==> src/rtl/timer_compare_datapath.sv <==
// Datapath and status responder for the timer-compare controller: walks the calendar fields,
// runs the A/B ALU into R, reports c7/Az/Ts and times the alarm window.
module timer_compare_datapath #(
  parameter int unsigned W         = 6,
  parameter int unsigned NF        = 7,
  parameter int unsigned ALARM_CYC = 8
) (
  input  logic            clk,
  input  logic            rst_n,
  input  logic [NF*W-1:0] time_fields,
  input  logic [NF*W-1:0] timer_fields,
  input  logic            timer_arm,
  input  logic            timer_disarm,
  input  logic            alarm_clr,
  input  logic            Kc,
  input  logic            Cc,
  input  logic            La,
  input  logic            Lb,
  input  logic            Lr,
  input  logic [1:0]      s,
  input  logic            Ea,
  input  logic            Er,
  input  logic            M,
  output logic            c7,
  output logic            Az,
  output logic            Ts,
  output logic [2:0]      k_o,
  output logic [W-1:0]    bus_o,
  output logic            alarm_o
);

  localparam int unsigned CW = $clog2(ALARM_CYC + 1);

  logic [2:0]    k_q, k_d;
  logic [W-1:0]  a_q, a_d, b_q, b_d, r_q, r_d;
  logic          az_q, az_d;
  logic          ts_q, ts_d;
  logic [CW-1:0] cnt_q, cnt_d;
  logic [W-1:0]  time_fld, timer_fld, alu_res;

  // Field mux on the current (pre-update) index.
  always_comb begin
    time_fld  = '0;
    timer_fld = '0;
    for (int i = 0; i < int'(NF); i++) begin
      if (k_q == 3'(i)) begin
        time_fld  = time_fields[i*W +: W];
        timer_fld = timer_fields[i*W +: W];
      end
    end
  end

  always_comb begin
    alu_res = '0;
    unique case (s)
      2'b00: alu_res = a_q - b_q;
      2'b01: alu_res = a_q + b_q;
      2'b10: alu_res = a_q;
      2'b11: alu_res = b_q;
      default: alu_res = '0;
    endcase
  end

  always_comb begin
    k_d = k_q;
    if (Cc) begin
      k_d = '0;
    end else if (Kc) begin
      k_d = (k_q == 3'(NF - 1)) ? 3'd0 : k_q + 3'd1;
    end

    a_d  = La ? time_fld : a_q;
    b_d  = Lb ? timer_fld : b_q;
    r_d  = Lr ? alu_res : r_q;
    az_d = Lr ? (alu_res == '0) : az_q;

    ts_d = ts_q;
    if (timer_disarm) begin
      ts_d = 1'b0;
    end else if (timer_arm) begin
      ts_d = 1'b1;
    end else if (M && ts_q) begin
      ts_d = 1'b0;
    end

    // Alarm is high exactly while the counter is non-zero.
    cnt_d = cnt_q;
    if (alarm_clr) begin
      cnt_d = '0;
    end else if (M && ts_q) begin
      cnt_d = CW'(ALARM_CYC);
    end else if (cnt_q != '0) begin
      cnt_d = cnt_q - 1'b1;
    end
  end

  always_ff @(posedge clk or negedge rst_n) begin
    if (!rst_n) begin
      k_q   <= '0;
      a_q   <= '0;
      b_q   <= '0;
      r_q   <= '0;
      az_q  <= 1'b1;
      ts_q  <= 1'b0;
      cnt_q <= '0;
    end else begin
      k_q   <= k_d;
      a_q   <= a_d;
      b_q   <= b_d;
      r_q   <= r_d;
      az_q  <= az_d;
      ts_q  <= ts_d;
      cnt_q <= cnt_d;
    end
  end

  assign c7      = (k_q == 3'(NF - 1));
  assign Az      = az_q;
  assign Ts      = ts_q;
  assign k_o     = k_q;
  assign alarm_o = (cnt_q != '0);
  assign bus_o   = Er ? r_q : (Ea ? a_q : '0);

endmodule
==> config.mk <==
export PLATFORM = sky130hd
export DESIGN_NAME = timer_compare_datapath
export DESIGN_NICKNAME = d
export VERILOG_FILES = /design/src/rtl/timer_compare_datapath.sv
export SDC_FILE = /design/constraint.sdc
export NUM_CORES = 1
export LEC_CHECK = 0
export CAP_MARGIN = 40
export CORE_MARGIN = 10
export CORE_UTILIZATION = 46
export CTS_BUF_LIST = sky130_fd_sc_hd__clkbuf_16
export CTS_CLUSTER_SIZE = 16
export DETAILED_ROUTE_END_ITERATION = 8
export PLACE_DENSITY = 0.93
export SLEW_MARGIN = 20
export SYNTH_ARGS = -nofsm -noshare
export SYNTH_HDL_FRONTEND = slang
export SYNTH_SLANG_ARGS = --single-unit
==> constraint.sdc <==
create_clock -name clk -period 4 [get_ports clk]
set_clock_uncertainty 0.05 [all_clocks]
set_input_delay 0.4 -clock clk [delete_from_list [all_inputs] [get_ports clk]]
set_output_delay 0.4 -clock clk [all_outputs]
set_load 0.02 [all_outputs]
==> impl_metrics.yaml, run 1 <==
place:
  gp_congestion: 0.945
  dp_hpwl_um: 7110
  place_ws_ns: 0.775
  dpl_cell_area_mm2: 0.00359
  dp_cells: 446
  io_buffers: 111
detailed_routing:
  wirelength_um: 8680
  drc: 0
  wl_per_cell_um: 19.3
  via_count: 2563
  avgViaCountPerCell: 5.70
  drtIter0Drc: 114
  drtPass1Iterations: 4
  ant_nets: 0
clock_tree:
  insertion_delay_ns: 0.26
  cts_resized: 0
  cts_sinks: 27
  postCtsSetupRepairBufs: 0
  htree_levels: 1
  clockRootBuffer: "clkbuf_16"
  postCtsHoldBufs: 0
  path_clk_slew_ns: 0.07
  cts_tree: "yes"
  clock_path_buffers: 2
  cts_buffers: 3
timing:
  fin_tns_setup_ns: 0
  setup_viol: 0
  whs_ns: 0.397
  maxSlewViolCount: 0
  worst_slack_ns: 1.03
  min_period_ns: 2.97
  maxSlewHeadroom: 0.632
  rsz0062_at_grt: "no"
  worst_pin_slew_ns: 0.550
  min_period_over_period: 0.743
  hold_violations: 0
  fmax_ghz: 0.336
global_routing:
  grt_overflow: 0
  grt_pass1_wl_um: 13700
  grt.total_usage: 0.197
  grt_start_max_net_pins: 22
  grt_antenna_before_repair: 0
  grt_pass1_vias: 2652
logic_synthesis:
  syn_nets: 387
  yosys_warnings: 0
  avgSynthCellArea_um2: 8.77
  yosysUniqueCellTypes: 43
  mappedNetlistArea_mm2: 0.00244
  synth-seq-cells: 27
  syn_inst: 278
  ys_seq_area_frac: 0.278
floorplan:
  core_area_mm2: 0.00514
  die_area_mm2: 0.00861
  pin_count: 112
  row_count: 26
  die_h_um: 92.8
  die_w_um: 92.8
  start_util: 0.474
worst_hold_path:
  min_path_type: "primary input to asynchronous set/reset pin"
setup_path:
  worstPathMaxFanout: 8
  critPathLaunchType: "primary input"
  worst-setup-path-type: "primary input to flop"
  timing.critical_path.buf_inv: 1
  crit_slowest_cell: "clkdlybuf4s50_1"
  worstPathArrival_ns: 3.09
  endpoint_kind: "flop"
  worst_path_largest_cell_delay_ns: 0.67
  cp_cell_sequence: "clkdlybuf4s50_1 -> nor2b_2 -> mux2_2 -> ha_1 -> nand3_1 -> nand2_1 -> xor2_1 -> o21ai_0 -> o2111ai_1 -> o32ai_1"
  critPathRequiredTime_ns: 4.12
  cp_top_family: "buffers and inverters"
finish:
  final_cell_count_no_fill: 450
  regArea_um2: 677
  area_delta_synth_final_pct: 50.5
  finish.instance_area_mm2: 0.00367
  n_antenna_cell: 0
  multi_input_area_mm2: 0.00156
  nets: 490
  drive_gt1_frac: 0.108
  fillers: 400
power_and_ir_drop:
  peakVddDrop_mv: 0.328
  power_density_mw_per_mm2: 348
  p_leak_uw: 0.00152
run_status:
  status: "finished clean"
flow_run:
  cap_violations: 0
worst reg2reg max path, cell delays in order, from the launching register on:
cell and delay [ns]:
dfrtp_1 0.33, buf_4 0.30, and2_1 0.19, ha_1 0.49, or2_1 0.47, a2bb2oi_1 0.26
a211oi_2 0.09, a21oi_1 0.21, o221ai_1 0.13
cells in the final DEF, fill, tap and decap left out, drive strengths merged, types with 4 or more instances in the layout:
| cell type | n |
|---|---|
| a211oi | 14 |
| a21oi | 23 |
| a2bb2oi | 24 |
| buf | 6 |
| clkdlybuf4s50 | 111 |
| dfrtp | 26 |
| ha | 9 |
| inv | 22 |
| mux2 | 6 |
| mux2i | 17 |
| nand2 | 18 |
| nand3 | 13 |
| nor2 | 29 |
| nor2b | 4 |
| o21ai | 8 |
| o221ai | 12 |
| xnor2 | 7 |
| xor2 | 4 |
cell usage after synthesis (all sizes together):
master	instances	area [um2]
or3	2	12.5
nand3	13	65.1
buf	11	95.1
fa	1	20.0
and2	1	6.26
dfstp	1	26.3
dfrtp	26	651
a211oi	14	155
nor3	3	15.0
nand2b	3	18.8
o2111ai	1	8.76
o21ai	8	40.0
a2bb2oi	24	210
nand3b	2	15.0
o211ai	2	15.0
xor2	4	35.0
nor2	29	131
o221ai	12	118
clkbuf	8	30.0
nand2	18	67.6
ha	9	113
or2	1	6.26
inv	21	78.8
a22o	2	17.5
o32ai	1	8.76
mux2i	17	170
a21o	1	7.51
mux2	6	67.6
nor2b	4	30.0
xnor2	7	61.3
o211a	1	10.0
o21a	1	7.51
a21oi	23	119
a31oi	1	6.26
layout make-up:
type,count,share of cell area
multi-input cells,211,0.424
repair buffers,117,0.324
flip-flops and latches,27,0.184
well taps,70,0.0239
inverters,21,0.0215
clock buffers,3,0.0204
clock inverters,1,0.00102
final timing paths:
check,from,cells past startpoint,slack (ns),end
min in group clk,Az,2,0.45,Az
max,s[0],10,1.03,Az
min,rst_n,1,0.40,r_q[3]
max in group asynchronous,rst_n,3,2.90,k_o[1]
min reg2reg,Az,2,0.45,Az
max reg2reg,k_o[0],8,1.36,a_q[2]
where the power goes:
part	switching (uW)	internal [uW]	total, uW
Combinational	311	353	664
Clock	90.4	134	224
Sequential	54.4	335	389
Total	455	821	1280
routing by layer:
metal	vias to the layer above	part of all wire	GRT usage
li1	1223	-	-
met1	1249	0.38	0.210
met2	75	0.55	0.379
met3	16	0.046	0.0363
met4	0	0.026	0.0591
met5	-	0	0
per-stage QoR:
| step | util | total power [uW] |
|---|---|---|
| floorplan | - | 797 |
| global placement | 0.688 | 1020 |
| detailed placement | 0.699 | 1040 |
| CTS | 0.714 | 1280 |
| global route | 0.714 | 1360 |
| finish | 0.714 | 1280 |
kinds of logic after synthesis:
family	Yosys count	share of synthesized area
flops	27	0.278
compound gates	91	0.297
simple gates	76	0.151
mux	23	0.0975
fa+ha+maj	10	0.0544
buf+inv	40	0.0836
xor+xnor	11	0.0395
flip-flops by register name, indices dropped and copies added (netlist names):
register / cells
a_q: 6
b_q: 6
r_q: 6
cnt_q: 4
k_o: 3
Az: 1
Ts: 1
No activity file was read; power rests on OpenSTA's default activity.
==> run 2, diff against run 1 <==
--- a/config.mk
+++ b/config.mk
@@ -7,11 +7,11 @@
 export LEC_CHECK = 0
 export CAP_MARGIN = 40
 export CORE_MARGIN = 10
-export CORE_UTILIZATION = 46
+export CORE_UTILIZATION = 42
 export CTS_BUF_LIST = sky130_fd_sc_hd__clkbuf_16
 export CTS_CLUSTER_SIZE = 16
 export DETAILED_ROUTE_END_ITERATION = 8
-export PLACE_DENSITY = 0.93
+export PLACE_DENSITY = 0.86
 export SLEW_MARGIN = 20
 export SYNTH_ARGS = -nofsm -noshare
 export SYNTH_HDL_FRONTEND = slang
==> constraint.sdc (replaced) <==
create_clock -name clk -period 2.8 [get_ports clk]
set_clock_uncertainty 0.05 [all_clocks]
set_input_delay 0.28 -clock clk [delete_from_list [all_inputs] [get_ports clk]]
set_output_delay 0.28 -clock clk [all_outputs]
set_load 0.02 [all_outputs]
==> run 2 against run 1 <==
  * Sequential cell count unchanged
  * Design area rose by 0.14%
  * Combinational power up 40%
  * Critical endpoint is now r_q[5]
  * Largest power group unchanged
==> impl_metrics.yaml, run 2 (same netlist as run 1, synthesis figures left out) <==
clock_tree:
  clock_path_buffers: 2
  cts_tree: "yes"
  path_clk_slew_ns: 0.07
  insertion_delay_ns: 0.26
  cts_resized: 0
  postCtsSetupRepairBufs: 0
  postCtsHoldBufs: 0
  clockRootBuffer: "clkbuf_16"
  cts_sinks: 27
  htree_levels: 1
  cts_buffers: 3
global_routing:
  grt_util_met2: 0.346
  busiest_layer: "met2"
  grt.total_usage: 0.176
  grt_pass1_wl_um: 13000
  grt_start_max_net_pins: 28
  use_met3: 0.0436
  globalRouteMet1Util: 0.185
  grt_pass1_vias: 2652
  grt_overflow: 0
  grt_antenna_before_repair: 0
power_and_ir_drop:
  p_total_uw: 1810
  p_leak_uw: 0.00153
  peakVddDrop_mv: 0.583
  power_density_mw_per_mm2: 492
finish:
  fillers: 480
  n_antenna_cell: 0
  layout_common_cells: "111 x clkdlybuf4s50_1, 26 x dfrtp_1, 24 x a2bb2oi_1, 22 x a21oi_1, 21 x inv_1"
  finish.instance_area_mm2: 0.00368
  top_regs: "a_q (6), b_q (6), r_q (6)"
  drive_gt1_frac: 0.117
  layout_commonest_cell: "clkdlybuf4s50_1"
  nets: 494
  final_util: 0.659
  area_delta_synth_final_pct: 50.7
setup_path:
  worstPathArrival_ns: 2.60
  crit_slowest_cell: "dfrtp_1"
  critPathLaunchType: "flop"
  worst_path_largest_cell_delay_ns: 0.42
  endpoint_kind: "flop"
  worst-setup-path-type: "flop to flop"
  critPathRequiredTime_ns: 2.90
  worstPathMaxFanout: 4
  cp_cell_sequence: "inv_1 -> ha_1 -> nor2_1 -> xnor2_1 -> ha_1 -> a211oi_1 -> a21oi_1 -> nor2_1 -> xnor2_1 -> o21ai_1 -> mux2_2"
timing:
  worst_slack_ns: 0.294
  min_period_over_period: 0.895
  fmax_ghz: 0.399
  rsz0062_at_grt: "no"
  worst_pin_slew_ns: 0.516
  fin_tns_setup_ns: 0
  hold_violations: 0
  maxSlewViolCount: 0
  maxSlewHeadroom: 0.655
  min_period_ns: 2.51
  setup_viol: 0
detailed_routing:
  via_count: 2445
  wirelength_um: 8020
  drc: 0
  ant_nets: 0
  avgViaCountPerCell: 5.36
  drtIter0Drc: 101
  drtPass1Iterations: 4
  wl_per_cell_um: 17.6
floorplan:
  die_h_um: 96.2
  core_area_mm2: 0.00557
  die_w_um: 96.2
  start_util: 0.437
  pin_count: 112
  row_count: 27
  die_area_mm2: 0.00925
flow_run:
  cap_violations: 0
worst_hold_path:
  min_path_type: "primary input to asynchronous set/reset pin"
run_status:
  status: "finished clean"
place:
  io_buffers: 111
  dp_hpwl_um: 6750
  dpl_cell_area_mm2: 0.00360
  place_ws_ns: 0.0732
  gp_congestion: 0.924
## run 2: layout make-up
type / count / area, um2 / area share
inverter: 21 / 78.8 / 0.0214
sequential: 27 / 677 / 0.184
clock inverter: 1 / 3.75 / 0.00102
tap: 72 / 90.1 / 0.0245
timing repair buffer: 121 / 1190 / 0.325
clock buffer: 3 / 75.1 / 0.0204
multi-input combinational: 211 / 1560 / 0.424
## run 2: critical path, delay by kind of cell, from the launching register on
family | cells | cell delay (ns)
flip-flops | 1 | 0.42
AO/OA/AOI/OAI | 3 | 0.47
adder cells (fa/ha/maj) | 2 | 0.52
buffers and inverters | 1 | 0.08
multiplexers | 1 | 0.29
XOR/XNOR | 2 | 0.30
AND/OR/NAND/NOR | 2 | 0.27
## run 2: through the flow
step	std cells	hold slack (ns)
after floorplan	278	-0.0656
after global placement	451	0.421
after detailed placement	452	0.444
after CTS	456	0.350
after global routing	456	0.384
final	456	0.343
## run 2: path summary, 6_finish.rpt
check                      cells past startpoint       end    from  slack (ns)
setup / recovery                              11    r_q[5]  b_q[0]        0.29
max in group asynchronous                      2        Az   rst_n        2.06
setup reg to reg                              11    r_q[5]  b_q[0]        0.29
min in group clk                               2        Az      Az        0.45
hold / removal                                 2  cnt_q[1]   rst_n        0.34
hold reg to reg                                2        Az      Az        0.45
## run 2: routing by layer
metal,vias up,wire [um]
li1,1229,-
met1,1151,3150
met2,57,4390
met3,8,398
met4,0,85
met5,-,0
## run 2: report_power, final
part           switching [uW]  internal (uW)  total, uW
logic                     429            503        932
registers                76.8            478        555
clock network             128            191        320
total                     634           1170       1810
==> run 3, diff against run 2 <==
--- a/config.mk
+++ b/config.mk
@@ -5,13 +5,14 @@
 export SDC_FILE = /design/constraint.sdc
 export NUM_CORES = 1
 export LEC_CHECK = 0
+export ABC_AREA = 1
 export CAP_MARGIN = 40
 export CORE_MARGIN = 10
-export CORE_UTILIZATION = 42
+export CORE_UTILIZATION = 44
 export CTS_BUF_LIST = sky130_fd_sc_hd__clkbuf_16
 export CTS_CLUSTER_SIZE = 16
 export DETAILED_ROUTE_END_ITERATION = 8
-export PLACE_DENSITY = 0.86
+export PLACE_DENSITY = 0.88
 export SLEW_MARGIN = 20
 export SYNTH_ARGS = -nofsm -noshare
 export SYNTH_HDL_FRONTEND = slang
==> run 3 against run 2 <==
  * Utilization is 0.30 points lower
  * First-iteration DRC count rose by 130%
  * Cell count increased by 36%
  * Combinational power up 2.8%
  * Maximum frequency grew 3.3%
  * Sequential share of layout area fell by 0.89 points
  * Count of clock-buffer cells in the layout unchanged
  * Hold slack about the same
  * Die area up 2.8%
  * Register-to-register slack better by 0.11 ns
==> impl_metrics.yaml, run 3 <==
run_status:
  status: "finished clean"
clock_tree:
  cts_sinks: 27
  htree_levels: 1
  cts_tree: "yes"
  cts_buffers: 3
  insertion_delay_ns: 0.27
  clockRootBuffer: "clkbuf_16"
  postCtsHoldBufs: 0
  cts_resized: 0
  path_clk_slew_ns: 0.07
  clock_path_buffers: 2
  postCtsSetupRepairBufs: 0
setup_path:
  worstPathMaxFanout: 6
  endpoint_kind: "flop"
  crit_slowest_cell: "clkdlybuf4s50_1"
  worst-setup-path-type: "primary input to flop"
  critPathLaunchType: "primary input"
  worstPathArrival_ns: 2.57
  r2r_start: "b_q[1]"
  critPathRequiredTime_ns: 2.95
  worst_path_largest_cell_delay_ns: 0.55
  worst_path_most_repeated_cell: "nand2_1"
  cp_cell_sequence: "clkdlybuf4s50_1 -> nand2_1 -> o21ai_0 -> inv_1 -> fa_1 -> inv_1 -> nand3_1 -> nand2_1 -> nand2_1 -> a21oi_1 -> nand2_1 -> o21bai_1"
  timing.critical_path.buf_inv: 3
  startpoint: "s[0]"
  cp_top_family: "buffers and inverters"
global_routing:
  grt.total_usage: 0.173
  grt_pass1_wl_um: 14100
  grt_overflow: 0
  grt_pass1_vias: 2991
  grt_antenna_before_repair: 0
  grt_start_max_net_pins: 28
detailed_routing:
  ant_nets: 0
  wl_per_cell_um: 13.8
  dr_wl_met2_um: 4450
  drc: 0
  route.met3.wl_um: 617
  wirelength_um: 8600
  via_count: 3161
  drtIter0Drc: 237
  wl_met1_um: 3390
  avgViaCountPerCell: 5.09
  top_layer_used: "met4"
  drtPass1Iterations: 5
power_and_ir_drop:
  power.switching_uw: 734
  intPower_uw: 1130
  switching_share: 0.393
  clkPwrFrac: 0.182
  comb_power_share: 0.513
  p_leak_uw: 0.00192
  pwr-share-seq: 0.305
  power_density_mw_per_mm2: 483
  peakVddDrop_mv: 0.677
floorplan:
  die_h_um: 97.5
  row_count: 28
  start_util: 0.449
  die_area_mm2: 0.00951
  core_area_mm2: 0.00589
  die_w_um: 97.5
  pin_count: 112
finish:
  layout_commonest_cell: "nand2_1"
  area_delta_synth_final_pct: 46.1
  final_cell_count_no_fill: 621
  n_antenna_cell: 0
  regArea_um2: 677
  drive_gt1_frac: 0.0568
  fillers: 521
  top_regs: "a_q (6), b_q (6), r_q (6)"
  multi_input_area_mm2: 0.00167
  layout_common_cells: "142 x nand2_1, 111 x clkdlybuf4s50_1, 65 x nor2_1, 50 x inv_1, 36 x nand3_1"
  nets: 656
timing:
  fin_tns_setup_ns: 0
  whs_ns: 0.343
  fmax_ghz: 0.412
  maxSlewHeadroom: 0.454
  min_period_ns: 2.43
  hold_violations: 0
  maxSlewViolCount: 0
  worst_pin_slew_ns: 0.817
  setup_viol: 0
  worst_slack_ns: 0.374
  min_period_over_period: 0.866
  rsz0062_at_grt: "no"
logic_synthesis:
  synth_edf_count: 0
  yosys_warnings: 0
  synth_area_leader_cell: "dfrtp_1"
  ys_seq_area_frac: 0.256
  mappedNetlistArea_mm2: 0.00264
  synth_top_area_share: 0.246
  yosysUniqueCellTypes: 31
  synthTopCellsByArea: "dfrtp_1 25%, nand2_1 20%, nor2_1 9.2%"
  synth-seq-cells: 27
  yosysMostFrequentCell: "nand2_1"
  syn_inst: 444
  async_reset_ff_frac: 1.00
  synth-main-ff-cell: "dfrtp_1"
  syn_nets: 553
  synth_common_cells: "142 x nand2_1, 65 x nor2_1, 50 x inv_1, 36 x nand3_1, 31 x a21oi_1"
  avgSynthCellArea_um2: 5.95
place:
  io_buffers: 111
  dp_cells: 617
  gp_congestion: 0.917
  place_ws_ns: 0.111
  dp_hpwl_um: 6990
worst_hold_path:
  min_path_type: "primary input to asynchronous set/reset pin"
flow_run:
  cap_violations: 0
-- run 3: changes by cell type in the layout (fill, tap and decap cells not counted), sizes merged, moves of 7 or more --
| cell | before | now |
|---|---|---|
| nand2 | 18 | 153 |
| nor2 | 29 | 68 |
| inv | 22 | 55 |
| a2bb2oi | 24 | 0 |
| nand3 | 13 | 37 |
| mux2i | 17 | 0 |
| a211oi | 14 | 0 |
| nand4 | 0 | 12 |
| o221ai | 12 | 0 |
| a21oi | 23 | 31 |
| o21ai | 8 | 15 |
-- run 3: area by class of cell --
| type | count | share of cell area |
|---|---|---|
| Clock buffer | 3 | 0.0194 |
| Inverter | 54 | 0.0525 |
| Sequential cell | 27 | 0.175 |
| Clock inverter | 1 | 0.00227 |
| Tap cell | 75 | 0.0243 |
| Timing Repair Buffer | 115 | 0.295 |
| Multi-Input combinational cell | 346 | 0.431 |
-- run 3: metrics by stage --
stage               utilization  cell area, um2  power [uW]
floorplan                     -            2640        1160
global placement          0.642            3780        1500
detailed placement        0.642            3780        1520
CTS                       0.656            3860        1870
global route              0.656            3860        2040
finish                    0.656            3860        1870
-- run 3: routing by layer --
metal	up-vias	global-route usage
met3	12	0.0349
met1	1401	0.199
met5	-	0
met2	138	0.318
li1	1610	-
met4	0	0.0403
-- run 3: power by group through the flow --
stage	sequential, uW	combinational, uW	clock [uW]
after floorplan	558	605	0
after global placement	573	926	0
after detailed placement	573	950	0
after CTS	568	955	352
after global routing	583	1090	371
final	569	958	340
-- run 3: cells by family after synthesis --
kind of cell / count (synthesis) / synth area share
simple gates: 278 / 0.456
buf+inv: 71 / 0.114
compound gates: 52 / 0.104
flops: 27 / 0.256
fa+ha+maj: 10 / 0.0502
xor+xnor: 6 / 0.0199
-- run 3: path summary, 6_finish.rpt --
path                       cells after the start  endpoint  slack [ns]
max                                           12        Az        0.37
min                                            2    a_q[0]        0.34
max reg2reg                                   13        Az        0.40
min reg2reg                                    2    r_q[1]        0.44
max in group asynchronous                      2        Az        2.06
min in group clk                               2    r_q[1]        0.44
